$ cat src/rtl/sr_cmd_conditioner_if.sv
// Command bus between the push-button conditioner and its environment.
// The master side is the conditioner: it receives the raw button levels and
// drives the sr command, the conflict pulse and the busy flag.
// The slave side is the surrounding logic (buttons in, flip-flop command out).
interface sr_cmd_conditioner_if;
   logic       set_in;
   logic       clr_in;
   logic [1:0] sr;
   logic       conflict;
   logic       busy;

   modport master (
      input  set_in,
      input  clr_in,
      output sr,
      output conflict,
      output busy
   );

   modport slave (
      output set_in,
      output clr_in,
      input  sr,
      input  conflict,
      input  busy
   );
endinterface

$ cat src/rtl/sr_cmd_conditioner.sv
// sr_cmd_conditioner: front end for the srff flip-flop.
// Two raw push-button levels (set, clear) are synchronised, debounced and
// converted into one clean sr[1:0] command pulse per press
// (10 = set, 01 = clear, 00 = hold). The code 11 is never driven.
//
// Build option: define SR_CLEAR_PRIORITY_EN to make clear win when both
// buttons are accepted in the same cycle. Without it, a simultaneous press
// issues no command; the FSM only waits for both buttons to be released.
// In both builds such a cycle raises conflict for one cycle.
module sr_cmd_conditioner #(
   parameter int unsigned DB_CYCLES    = 4,
   parameter int unsigned PULSE_CYCLES = 1,
   parameter int unsigned CNT_W        = 8
) (
   input  logic                 clk,
   input  logic                 rst,
   sr_cmd_conditioner_if.master bus
);

   // Counter terminal values: the counters start at zero, so the last count
   // before acting is N-1.
   localparam logic [CNT_W-1:0] DB_LAST    = CNT_W'(DB_CYCLES - 1);
   localparam logic [CNT_W-1:0] PULSE_LAST = CNT_W'(PULSE_CYCLES - 1);

   typedef enum logic [1:0] {
      IDLE     = 2'd0,
      ISSUE    = 2'd1,
      WAIT_REL = 2'd2
   } state_t;

   // Bit 1 is the set channel, bit 0 the clear channel.
   logic [1:0] raw;
   logic [1:0] db_lvl;

   assign raw = {bus.set_in, bus.clr_in};

   genvar gi;
   generate
      for (gi = 0; gi < 2; gi++) begin : g_ch
         logic             s1;
         logic             s2;
         logic             db;
         logic [CNT_W-1:0] cnt;

         // Two-flop synchroniser for the asynchronous button level.
         always_ff @(posedge clk or posedge rst) begin
            if (rst) begin
               s1 <= 1'b0;
               s2 <= 1'b0;
            end else begin
               s1 <= raw[gi];
               s2 <= s1;
            end
         end

         // Debounce: accept a new level only after it has differed from the
         // accepted level for DB_CYCLES consecutive cycles; any return to the
         // accepted level restarts the count, so short bounces are dropped.
         always_ff @(posedge clk or posedge rst) begin
            if (rst) begin
               db  <= 1'b0;
               cnt <= '0;
            end else if (s2 == db) begin
               cnt <= '0;
            end else if (cnt == DB_LAST) begin
               db  <= s2;
               cnt <= '0;
            end else begin
               cnt <= cnt + CNT_W'(1);
            end
         end

         assign db_lvl[gi] = db;
      end
   endgenerate

   logic set_db;
   logic clr_db;

   assign set_db = db_lvl[1];
   assign clr_db = db_lvl[0];

   state_t           state;
   logic [1:0]       cmd_code;
   logic             conflict_pulse;
   logic             busy_flag;
   logic [CNT_W-1:0] pulse_cnt;

   // Command FSM with registered outputs: one pulse per press, then wait for
   // both buttons to be released before another command can be issued.
   // busy_flag is updated together with every state change so it always
   // equals (state != IDLE).
   always_ff @(posedge clk or posedge rst) begin
      if (rst) begin
         state          <= IDLE;
         cmd_code       <= 2'b00;
         conflict_pulse <= 1'b0;
         busy_flag      <= 1'b0;
         pulse_cnt      <= '0;
      end else begin
         conflict_pulse <= 1'b0;
         case (state)
            IDLE: begin
               pulse_cnt <= '0;
               if (set_db && clr_db) begin
                  conflict_pulse <= 1'b1;
                  busy_flag      <= 1'b1;
`ifdef SR_CLEAR_PRIORITY_EN
                  state          <= ISSUE;
                  cmd_code       <= 2'b01;
`else
                  state          <= WAIT_REL;
                  cmd_code       <= 2'b00;
`endif
               end else if (set_db) begin
                  state     <= ISSUE;
                  cmd_code  <= 2'b10;
                  busy_flag <= 1'b1;
               end else if (clr_db) begin
                  state     <= ISSUE;
                  cmd_code  <= 2'b01;
                  busy_flag <= 1'b1;
               end else begin
                  cmd_code  <= 2'b00;
                  busy_flag <= 1'b0;
               end
            end

            ISSUE: begin
               // Buttons accepted here are ignored; only the pulse timer runs.
               if (pulse_cnt == PULSE_LAST) begin
                  state     <= WAIT_REL;
                  cmd_code  <= 2'b00;
                  pulse_cnt <= '0;
               end else begin
                  pulse_cnt <= pulse_cnt + CNT_W'(1);
               end
            end

            WAIT_REL: begin
               cmd_code <= 2'b00;
               if (!set_db && !clr_db) begin
                  state     <= IDLE;
                  busy_flag <= 1'b0;
               end
            end

            default: begin
               state     <= IDLE;
               cmd_code  <= 2'b00;
               busy_flag <= 1'b0;
               pulse_cnt <= '0;
            end
         endcase
      end
   end

   assign bus.sr       = cmd_code;
   assign bus.conflict = conflict_pulse;
   assign bus.busy     = busy_flag;

endmodule

$ cat src/flat_wrapper.sv
// flat-port wrapper written by rule: the top's interface ports become plain ports
module sr_cmd_conditioner_flat 
#(
   parameter int unsigned DB_CYCLES    = 4,
   parameter int unsigned PULSE_CYCLES = 1,
   parameter int unsigned CNT_W        = 8
)
  (clk, rst, bus_set_in, bus_clr_in, bus_sr, bus_conflict, bus_busy);
  sr_cmd_conditioner_if bus_i ();
  input  logic clk;
  input  logic rst;
  input wire logic [$bits(bus_i.set_in)-1:0] bus_set_in;
  input wire logic [$bits(bus_i.clr_in)-1:0] bus_clr_in;
  output wire logic [$bits(bus_i.sr)-1:0] bus_sr;
  output wire logic [$bits(bus_i.conflict)-1:0] bus_conflict;
  output wire logic [$bits(bus_i.busy)-1:0] bus_busy;
  assign bus_i.set_in = bus_set_in;
  assign bus_i.clr_in = bus_clr_in;
  assign bus_sr = bus_i.sr;
  assign bus_conflict = bus_i.conflict;
  assign bus_busy = bus_i.busy;
  sr_cmd_conditioner #(.DB_CYCLES(DB_CYCLES), .PULSE_CYCLES(PULSE_CYCLES), .CNT_W(CNT_W)) u_core (.clk(clk), .rst(rst), .bus(bus_i));
endmodule
$ cat config.mk
export PLATFORM = sky130hd
export DESIGN_NAME = sr_cmd_conditioner_flat
export DESIGN_NICKNAME = d
export VERILOG_FILES = /design/src/rtl/sr_cmd_conditioner_if.sv /design/src/rtl/sr_cmd_conditioner.sv /design/src/flat_wrapper.sv
export SDC_FILE = /design/constraint.sdc
export NUM_CORES = 1
export LEC_CHECK = 0
export ABC_CLOCK_PERIOD_IN_PS = 5600
export CAP_MARGIN = 20
export CORE_ASPECT_RATIO = 0.7
export CORE_MARGIN = 10
export CORE_UTILIZATION = 38
export CTS_CLUSTER_SIZE = 24
export DETAILED_ROUTE_END_ITERATION = 10
export GPL_TIMING_DRIVEN = 0
export MAX_ROUTING_LAYER = met4
export RECOVER_POWER = 50
export SETUP_SLACK_MARGIN = 0.05
export SLEW_MARGIN = 20
export SYNTH_ARGS = -nofsm -noshare
export SYNTH_HDL_FRONTEND = slang
export SYNTH_SLANG_ARGS = --single-unit
$ cat constraint.sdc
create_clock -name clk -period 5.6 [get_ports clk]
set_clock_uncertainty 0.1 [all_clocks]
set_input_delay 0.84 -clock clk [delete_from_list [all_inputs] [get_ports clk]]
set_output_delay 0.84 -clock clk [all_outputs]
set_load 0.05 [all_outputs]
# [Word level (Yosys, flattened, before mapping)]
# Cells that the tools add are included.
[word_totals] elab_cells=62 input_bits=4 reg_bits=36 out_inout_bits=4
[classes] eq_ne=9 addsub=3 muxes=24 reduce_logical=10 bitwise=3
[ops] op="2-to-1 mux 8 bit" count=5
[ops] op="adder 8 x 1 -> 8 bit (second input constant)" count=3
[ops] op="equality test 8 x 2 -> 1 bit (second input constant)" count=2
[ops] op="2-to-1 mux 2 bit" count=8
[ops] op="one-hot mux 8 bit (2 select lines)" count=1
[ops] op="zero test 8 bit" count=1
[ops] op="2-to-1 mux 1 bit" count=7
[ops] op="one-hot mux 2 bit (3 select lines)" count=1
[ops] op="AND reduction 2 bit" count=3
[ops] op="inequality test 2 x 1 -> 1 bit (second input constant)" count=2
[ops] op="inequality test 4 x 1 -> 1 bit (second input constant)" count=1
[ops] op="one-hot mux 2 bit (2 select lines)" count=1
[ops] op="inverter 1 bit" count=3
[ops] op="one-hot mux 1 bit (3 select lines)" count=1
[ops] op="AND reduction 3 bit" count=1
[ops] op="equality test 1 bit" count=2
[ops] op="equality test 2 x 1 -> 1 bit (second input constant)" count=1
[ops] op="equality test 2 bit (second input constant)" count=1
[ops] op="logical AND 1 bit" count=2
[ops] op="zero test 1 bit" count=2
[ops] op="zero test 2 bit" count=1

# [Depth between registers and ports, before layout]
# Gate-level depths: netlist of the first run.
[depth] ltp_word=4 mapped_depth=6 depth_no_buf=6

# [Worst setup path after synthesis of the first run]
# OpenSTA, ideal clock, no wires.
[synth_path] path_type="flip-flop to flip-flop" from="register u_core.pulse_cnt[0]" to="register u_core.pulse_cnt[7]" slack_ns=3.603 n_path_buf=0 t_arrival_ns=1.773 setup_time_ns=0.124 required_time_ns=5.376 path_stages_with_launch=7 synth_period_minus_slack_ns=1.997 cell_sequence="dfrtp_1 -> inv_1 -> ha_1 -> or4b_4 -> o41ai_4 -> nor4_1 -> a211o_1"
[synth_between] elab_chain_cells=3 word_cells_on_any_way=4 classes_between="add/sub (1); mux (2); reduce/logical (1)"
[synth_lines] element="start: declaration" line_no="sr_cmd_conditioner.sv:87" source="logic [CNT_W-1:0] pulse_cnt;"
[synth_lines] element="start signal: assignment" line_no="sr_cmd_conditioner.sv:136" source="pulse_cnt <= pulse_cnt + CNT_W'(1);"
[synth_lines] element="adder 8 x 1 -> 8 bit or zero test 8 bit (tied branches)" line_no="sr_cmd_conditioner.sv:136, sr_cmd_conditioner.sv:131"
[synth_lines] element="2-to-1 mux 8 bit *" line_no="sr_cmd_conditioner.sv:131" source="if (pulse_cnt == PULSE_LAST) begin"
[synth_lines] element="one-hot mux 8 bit (2 select lines) *" line_no="sr_cmd_conditioner.sv:102" source="case (state)"
# Every way passes the cells marked *; elsewhere a longest branch is shown, timed or not.
# A chain may end at the register's enable or synchronous reset.

# [Final worst setup path of the first run]
[layout_path] from="register u_core.busy_flag, in the netlist u_core.bus.busy" to="output bus_busy"
[layout_lines] element="start: declaration" line_no="sr_cmd_conditioner.sv:86" source="logic busy_flag;"
[layout_lines] element="start signal: assignment" line_no="sr_cmd_conditioner.sv:98" source="busy_flag <= 1'b0;"
[layout_lines] element="start signal: assignment" line_no="sr_cmd_conditioner.sv:107" source="busy_flag <= 1'b1;"
[layout_lines] element="start signal: assignment" line_no="sr_cmd_conditioner.sv:118" source="busy_flag <= 1'b1;"
[layout_lines] element="end: declaration" line_no="flat_wrapper.sv:16" source="output wire logic [$bits(bus_i.busy)-1:0] bus_busy;"
# No word-level cell between the ends.

==> metrics, run 1 <==
P&R area growth vs syn 14.0%; layout cells sized above 1 0.0814; htree depth 2; die height 75.5 um; RSZ-0062 raised after global routing no; Critical Path Source Type flip-flop; initial antenna violation count 0; Die ar. 7490 um^2; Final min period 2.42 ns; status finished, final reports clean; worst path cell trace clkdlybuf4s50_1; via count of the routed design roughly 1200; met3 GRT Util 0.0299; first-pass GRT wire length 5.18 mm; Final Hold Vio Count 0; flops & latches, synth 36; post-synthesis cell count 158; Remaining DRCs 0; Initial Util 0.388; design area 1900 um^2; Worst EP required 4.66 ns; Iter 0 DRT Violations between 60 and 70; Layout Nets 182; top post-synthesis cells by area dfrtp_1 54%, nor2_1 4.7%, xor2_1 4.7%; placed inst area roughly 1800 um^2; CP bufs+invs 1; power per cell area approximately 400 nW/um^2; pin count of the biggest net entering global routing 37; maxcap violations 0; Max Slew Vio Count 0; DR pass1 iterations 4; peak supply drop 0.000299 V; CP delay by family, top buffers and inverters; Setup CP Type reg2out; syn avg cell area 10.6 um^2; register area share after synthesis 0.539; CTS max path bufs 2; vias in the first global route 1131; GP Congestion 0.751; Num CTS Buffers 5; Detail Placement HPWL 2.12 mm; Synthesis Warnings 0; root buffer cell clkbuf_8; drt total wl 2.91 mm; TNS Setup 0 ns; count of cell types in the netlist 33; GRT Overall Usage 0.0871; slowest CP cell clkdlybuf4s50_1; CP endpoint kind primary output; Remaining Overflow, GRT 0; cell area after synthesis between 1500 and 2000 um^2; WP data arrival 1.48 ns; count of final setup violators 0; Final Worst Setup Slack 3.18 ns; dpl ws 3.39 ns; routing usage on met2 0.121; num rows 20; Ports 8; DR vias/cell 5.07; Die X 99.2 um; min-delay worst type reg2reg; hold_buf cts 0; CTS tree built; fmax 413 MHz; clock input transition at the sequential cells of the worst setup and hold paths ~0.06 ns; placed insts 220; CORE AREA around 4300 um^2; Reg2Reg Setup Slack 3.35 ns; Final ANT Viol Nets 0; PostCTS Resize Cnt 0; worst-path maximum fanout 3; Leakage Power between 0.9 and 1 nW; cell taking the most area after synthesis dfrtp_1; per-cell routed wire length around 13 um; fin crit share 0.432; measured slew at the worst slew-check pin between 1 and 1.5 ns; postcts setup bufs 0; Net Count, Synth 168; post-synth top area share 0.539; Sink Count 36; routing usage on met1 0.113; GR peak layer met2; crit-path max cell delay 0.82 ns; Filler Cells Inserted 420; relative slew slack 0.130; Final Non-Filler Cells 227; Port Buffer Count 7; diode count 0; worst skew pair latency 0.28 ns; total power ~0.00076 W
[final cells by class]
| class | count | area (um^2) | area share |
|---|---|---|---|
| multi-input combinational | 113 | 733 | 0.385 |
| sequential | 36 | 901 | 0.473 |
| tap | 55 | 68.8 | 0.0361 |
| inverter | 5 | 18.8 | 0.00986 |
| clock buffer | 7 | 96.3 | 0.0506 |
| timing repair buffer | 7 | 70.1 | 0.0368 |
| buffer | 4 | 16.3 | 0.00854 |
[logic make-up after synthesis]
family,count (synthesis),synth area share
AO/OA/AOI/OAI,23,0.106
XOR/XNOR,15,0.0787
adder cells (fa/ha/maj),6,0.0449
buffers and inverters,9,0.0210
flip-flops,36,0.539
multiplexers,2,0.0135
AND/OR/NAND/NOR,67,0.197
[state kept, by name, summed over array words and instances (netlist names)]
name and count:
u_core.g_ch.s1 2, u_core.clr_db 1, u_core.bus.busy 1, u_core.g_ch.db 1
u_core.g_ch.cnt 16, u_core.state 2, u_core.bus.sr 2, u_core.g_ch.s2 2
u_core.pulse_cnt 8, u_core.bus.conflict 1
[final timing paths]
kind,from,to,cells after the start
min in group asynchronous,rst,u_core.g_ch[0].s1,2
worst min register to register,u_core.g_ch[0].s1,u_core.g_ch[0].s2,0
worst max register to register,u_core.pulse_cnt[0],u_core.pulse_cnt[7],6
worst max-delay path,u_core.bus.busy,bus_busy,1
max in group asynchronous,rst,u_core.g_ch[0].cnt[5],2
worst min-delay path,u_core.g_ch[0].s1,u_core.g_ch[0].s2,0
[per-layer routing]
layer  vias up  wire [um]
li1        570          -
met1       560       1470
met2        17       1280
met3         5        118
met4         0         38
met5         -          0
[placed cells by master, fill, tap and decap left out, drive strengths merged, types with 2 or more instances in the layout]
master / instances
dfrtp: 36
nand3: 8
a21o: 3
xor2: 9
clkbuf: 10
nand2: 15
a31oi: 2
nor4b: 2
nor2: 21
xnor2: 6
ha: 6
and3: 7
nor4: 2
o21ai: 8
a22o: 3
clkdlybuf4s50: 4
inv: 5
nand2b: 2
dlygate4sd3: 3
nor3: 5
and2: 2
mux2: 2
[synthesized netlist by cell type (all sizes together)]
master,instances
and3,7
o21ai,8
nand2,15
a21oi,1
nand3,8
a211o,1
buf,1
a22o,3
and2,2
inv,5
o41ai,1
o2bb2ai,1
xor2,9
nand2b,2
dfrtp,36
mux2,2
nor3b,1
clkbuf,3
or4b,1
a32o,1
nor2,21
nor4b,2
o22ai,1
a31oi,2
nor3,5
a21o,3
nor4,2
ha,6
xnor2,6
nor2b,1
o31ai,1
[stage by stage]
| step | utilization | hold WS [ns] |
|---|---|---|
| after floorplan | - | 0.231 |
| after global placement | 0.420 | 0.238 |
| after detailed placement | 0.420 | 0.243 |
| after CTS | 0.443 | 0.253 |
| after global routing | 0.442 | 0.263 |
| final | 0.442 | 0.250 |
[power breakdown]
group / internal, W / switching, W / total, W
logic: 0.0000857 / 0.000149 / 0.000234
clock network: 0.000109 / 0.0000807 / 0.000190
registers: 0.000303 / 0.0000372 / 0.000341
total: 0.000498 / 0.000266 / 0.000765
Power figures use the tool's default switching activity.
==> run 2: changes to the inputs <==
Settings changed: ABC_CLOCK_PERIOD_IN_PS 5600 to 2350.
Clock period 5.6 ns to 2.35 ns, I/O delays scaled along.
==> run 2 against run 1 <==
Net effect:
- sequential share of layout area down 0.40 points
- register-to-register slack worse by 3.2 ns
- final cell count up 0.88%
- global-route usage unchanged
- flip-flop and latch count unchanged
- critical path depth up 6
- worst hold slack about the same
- via count up 0.87%
- largest cell class unchanged
- largest power group unchanged
==> metrics, run 2 (same netlist as run 1, synthesis figures left out) <==
switch share 0.349; GP Congestion 0.751; layout cells sized above 1 0.0977; clock input transition at the sequential cells of the worst setup and hold paths 0.07 ns; Final Util 0.446; first-pass GRT wire length 5.18 mm; pin count of the biggest net entering global routing 37; initial antenna violation count 0; DR vias/cell ~5.1; Worst EP required around 2.4 ns; via count of the routed design 1162; RSZ-0062 raised after global routing no; num rows 20; TNS Setup 0 ns; fmax 464 MHz; maxcap violations 0; measured slew at the worst slew-check pin 1.30 ns; power share of the clock group 0.249; CP bufs+invs 2; Port Buffer Count 7; peak supply drop 0.000713 V; CP delay by family, top compound AO/OA/AOI/OAI gates; Num CTS Buffers 5; worst skew pair latency 0.28 ns; GRT Overall Usage 0.0871; total power 0.00183 W; worst path cell trace inv_1 -> ha_1 -> or4b_4 -> o41ai_4 -> buf_4 -> a31oi_1 -> a211o_1; Remaining Overflow, GRT 0; Filler Cells Inserted between 400 and 500; biggest regs u_core.g_ch.cnt: 16 flops, u_core.pulse_cnt: 8 flops; CORE AREA 4300 um^2; PostCTS Resize Cnt 0; max reg flops 16; htree depth 2; slowest CP cell or4b_4; worst-path maximum fanout 8; Comb power frac 0.306; Setup CP Type reg2reg; min-delay worst type reg2reg; per-cell routed wire length 12.7 um; drt total wl between 2 and 3 mm; CP endpoint kind flip-flop; Iter 0 DRT Violations 70; Leakage Power ~0.91 nW; DR pass1 iterations 4; Detail Placement HPWL 2.12 mm; Final Hold Vio Count 0; CTS tree built; Top reg by flops u_core.g_ch.cnt; share of power burned in registers 0.445; Die X 99.2 um; Max Slew Vio Count 0; Remaining DRCs 0; diode count 0; Layout Nets between 150 and 200; Sink Count 36; Die ar. 7490 um^2; Ports 8; die height 75.5 um; count of final setup violators 0; most frequent cells in the layout 36 x dfrtp_1, 21 x nor2_1, 15 x nand2_1, 9 x xor2_1; CTS max path bufs 2; most common cell after layout, fill and taps aside dfrtp_1; crit-path max cell delay 0.48 ns; Critical Path Source Type flip-flop; Final ANT Viol Nets 0; WP data arrival 2.22 ns; Final min period 2.16 ns; vias in the first global route 1131; Net Sw Power about 0.00064 W; status finished, final reports clean; relative slew slack 0.132; power per cell area 951 nW/um^2; Internal 0.00119 W; root buffer cell clkbuf_8; P&R area growth vs syn 15.0%; Initial Util 0.388; fin crit share 0.917
-- run 2: cell types whose count changed in the layout (fill, tap and decap cells not counted) --
| cell | before | now |
|---|---|---|
| and3_2 | 1 | 2 |
| and2_0 | 1 | 0 |
| buf_4 | 0 | 2 |
| and2_1 | 1 | 2 |
| and3_1 | 6 | 5 |
-- run 2: power groups by stage --
stage / sequential [W] / combinational [W] / clock [W]
after global routing: 0.000833 / 0.000635 / 0.000501
final: 0.000812 / 0.000559 / 0.000456
after global placement: 0.000816 / 0.000553 / 0
after floorplan: 0.000901 / 0.000325 / 0
after CTS: 0.000813 / 0.000569 / 0.000472
after detailed placement: 0.000824 / 0.000564 / 0
-- run 2: timing repair --
item	in CTS	in global routing
endpoints found under the setup margin	0	1
buffers inserted	0	2
hold buffers	0	0
-- run 2: metrics by stage --
| step | std cells | hold WS (ns) | setup slack, ns | instance area (um^2) |
|---|---|---|---|---|
| 2_1_floorplan | 158 | 0.231 | 0.353 | 1670 |
| 3_3_place_gp | 220 | 0.238 | 0.193 | 1810 |
| 3_5_place_dp | 220 | 0.243 | 0.139 | 1810 |
| 4_1_cts | 227 | 0.253 | 0.132 | 1910 |
| 5_1_grt | 229 | 0.263 | 0.115 | 1920 |
| 6_report | 229 | 0.250 | 0.194 | 1920 |
-- run 2: path summary, 6_finish.rpt --
check / slack, ns / endpoint / startpoint / cells after the start
min in group asynchronous: 0.78 / u_core.pulse_cnt[5] / rst / 2
worst min register to register: 0.25 / u_core.g_ch[0].s2 / u_core.g_ch[0].s1 / 0
worst max register to register: 0.19 / u_core.pulse_cnt[7] / u_core.pulse_cnt[0] / 7
worst min-delay path: 0.25 / u_core.g_ch[0].s2 / u_core.g_ch[0].s1 / 0
max in group asynchronous: 0.60 / u_core.g_ch[0].cnt[5] / rst / 2
worst max-delay path: 0.19 / u_core.pulse_cnt[7] / u_core.pulse_cnt[0] / 7
-- run 2: layer usage --
layer	GRT usage	part of all wire
met5	-	0
met4	0.0349	0.013
met1	0.113	0.51
met2	0.121	0.43
met3	0.0299	0.045
-- run 2: final cells by class --
cell class,count,area [um^2],area share
sequential,36,901,0.469
multi-input combinational,113,734,0.382
clock buffer,7,96.3,0.0502
timing repair buffer,9,85.1,0.0443
tap,55,68.8,0.0358
inverter,5,18.8,0.00977
buffer,4,16.3,0.00847
-- run 2: worst register-to-register path, stage by stage, from the launching register on --
cell	delay, ns
dfrtp_1	0.42
inv_1	0.07
ha_1	0.15
or4b_4	0.48
o41ai_4	0.28
buf_4	0.19
a31oi_1	0.05
a211o_1	0.31
==> run 3: changes to the inputs <==
Settings changed: ABC_CLOCK_PERIOD_IN_PS 2350 to 2500, CORE_UTILIZATION 38 to 42, CTS_BUF_LIST set to sky130_fd_sc_hd__clkbuf_8.
Clock period 2.35 ns to 2.5 ns, I/O delays scaled along.
==> run 3 against run 2 <==
Net effect:
- sequential power is 6.2% lower
- final cell count is 1.7% lower
- die area is 7.3% lower
- combinational power is 5.0% lower
- non-clock buffer count is 2 lower
- core utilization is 4.3 points higher
- critical path depth is 1 lower
- largest cell class unchanged
- wire length is 0.41% higher
==> metrics, run 3 (same netlist as run 1, synthesis figures left out) <==
critical hold path startpoint u_core.g_ch[0].s1; r2r worst-path depth 6; CP endpoint kind flip-flop; hold_buf cts 0; Port Buffer Count 7; CTS max path bufs 2; clock input transition at the sequential cells of the worst setup and hold paths around 0.07 ns; Critical R2R Capture u_core.pulse_cnt[7]; diode count 0; hold worst-path end u_core.g_ch[0].s2; fin crit share 0.890; Max Slew Vio Count 0; biggest regs u_core.g_ch.cnt: 16 flops, u_core.pulse_cnt: 8 flops; num rows 19; Ports 8; die height between 70 and 80 um; Layout Nets 182; per-cell routed wire length 13.0 um; GRT Overall Usage 0.0973; fmax 449 MHz; Num CTS Buffers 5; DR vias/cell 5.03; Initial Util 0.431; postcts setup bufs 0; worst skew pair latency between 0.2 and 0.3 ns; CTS tree built; Worst EP required 2.57 ns; pin count of the biggest net entering global routing 37; status finished, final reports clean; reg-to-reg critical path startpoint u_core.pulse_cnt[0]; relative slew slack 0.115; vias in the first global route 1125; count of final setup violators 0; Top reg by flops u_core.g_ch.cnt; power per cell area 900 nW/um^2; Leakage Power between 0.9 and 1 nW; max reg flops 16; DR pass1 iterations 4; GP Congestion 0.859; Remaining Overflow, GRT 0; TNS Setup 0 ns; measured slew at the worst slew-check pin 1.33 ns; crit-path max cell delay roughly 0.48 ns; root buffer cell clkbuf_8; Reg2Reg Setup Slack 0.27 ns; WP data arrival ~2.3 ns; most frequent cells in the layout 36 x dfrtp_1, 21 x nor2_1, 15 x nand2_1, 9 x xor2_1; PostCTS Resize Cnt 0; initial antenna violation count 0; Final min period 2.23 ns; Remaining DRCs 0; Filler Cells Inserted approximately 350; Iter 0 DRT Violations 78; Final Hold Vio Count 0; maxcap violations 0; hold depth 0; min-delay worst type reg2reg; Die ar. 6940 um^2; Critical Path Source Type flip-flop; worst path cell trace inv_1 -> ha_1 -> or4b_4 -> o41ai_4 -> nor4_1 -> a211o_1; RSZ-0062 raised after global routing no; via count of the routed design 1132; worst-path maximum fanout 10; peak supply drop 0.000753 V; P&R area growth vs syn 13.5%; first-pass GRT wire length about 5.2 mm; drt total wl about 3 mm; htree depth 2; Final ANT Viol Nets 0; Die X 95.4 um; Final Util 0.489; CORE AREA 3870 um^2; Detail Placement HPWL roughly 2.1 mm; Setup CP Type reg2reg; slowest CP cell or4b_4; most common cell after layout, fill and taps aside dfrtp_1; layout cells sized above 1 0.0809; Sink Count 36
run 3: cell types whose count changed in the layout (fill, tap and decap cells not counted), sizes merged:
cell	previous run	this run
buf	3	1
clkbuf	10	9
inv	5	7
run 3: routing by layer:
metal,GRT usage,vias to the layer above,wire (um)
li1,-,568,-
met5,-,-,0
met1,0.130,543,1570
met2,0.122,15,1170
met3,0.0370,6,114
met4,0.0538,0,62
run 3: metrics by stage:
stage / cells / cell area [um^2] / worst slack [ns] / hold slack, ns / total power (W)
final: 225 / 1900 / 0.274 / 0.262 / 0.00171
after global routing: 225 / 1900 / 0.180 / 0.276 / 0.00183
after CTS: 225 / 1900 / 0.263 / 0.265 / 0.00173
after detailed placement: 217 / 1810 / 0.279 / 0.241 / 0.00131
after global placement: 217 / 1810 / 0.342 / 0.238 / 0.00129
after floorplan: 158 / 1670 / 0.503 / 0.231 / 0.00115
run 3: final cells by class:
| class | instances | area (um^2) | share of cell area |
|---|---|---|---|
| sequential | 36 | 901 | 0.475 |
| multi-input combinational | 113 | 734 | 0.387 |
| clock buffer | 6 | 82.6 | 0.0436 |
| timing repair buffer | 7 | 70.1 | 0.0370 |
| tap | 52 | 65.1 | 0.0343 |
| inverter | 5 | 18.8 | 0.00990 |
| buffer | 4 | 16.3 | 0.00858 |
| clock inverter | 2 | 7.51 | 0.00396 |
run 3: worst max-delay path, delay by kind of cell, from the launching register on:
kind / cells / cell delay, ns
and+or+nand+nor: 2 / 0.62
AOI/OAI and AO/OA: 2 / 0.77
buffers and inverters: 1 / 0.07
DFF: 1 / 0.42
adders and majority gates: 1 / 0.14
run 3: worst max-delay path by stage:
stage | start | cells past startpoint | endpoint | slack [ns]
3_3_place_gp | u_core.pulse_cnt[0] | 6 | u_core.pulse_cnt[7] | 0.34
2_1_floorplan | u_core.pulse_cnt[0] | 6 | u_core.pulse_cnt[7] | 0.50
3_5_place_dp | u_core.pulse_cnt[0] | 6 | u_core.pulse_cnt[7] | 0.28
5_1_grt | u_core.pulse_cnt[0] | 6 | u_core.pulse_cnt[7] | 0.18
4_1_cts | u_core.pulse_cnt[0] | 6 | u_core.pulse_cnt[7] | 0.26
6_report | u_core.pulse_cnt[0] | 6 | u_core.pulse_cnt[7] | 0.27
run 3: where the power goes:
group	switching (W)	internal, W	total, W	leakage (nW)
Sequential	0.0000830	0.000679	0.000762	0.479
Clock	0.000197	0.000217	0.000413	0.0538
Combinational	0.000339	0.000192	0.000531	0.376
Total	0.000619	0.00109	0.00171	0.909
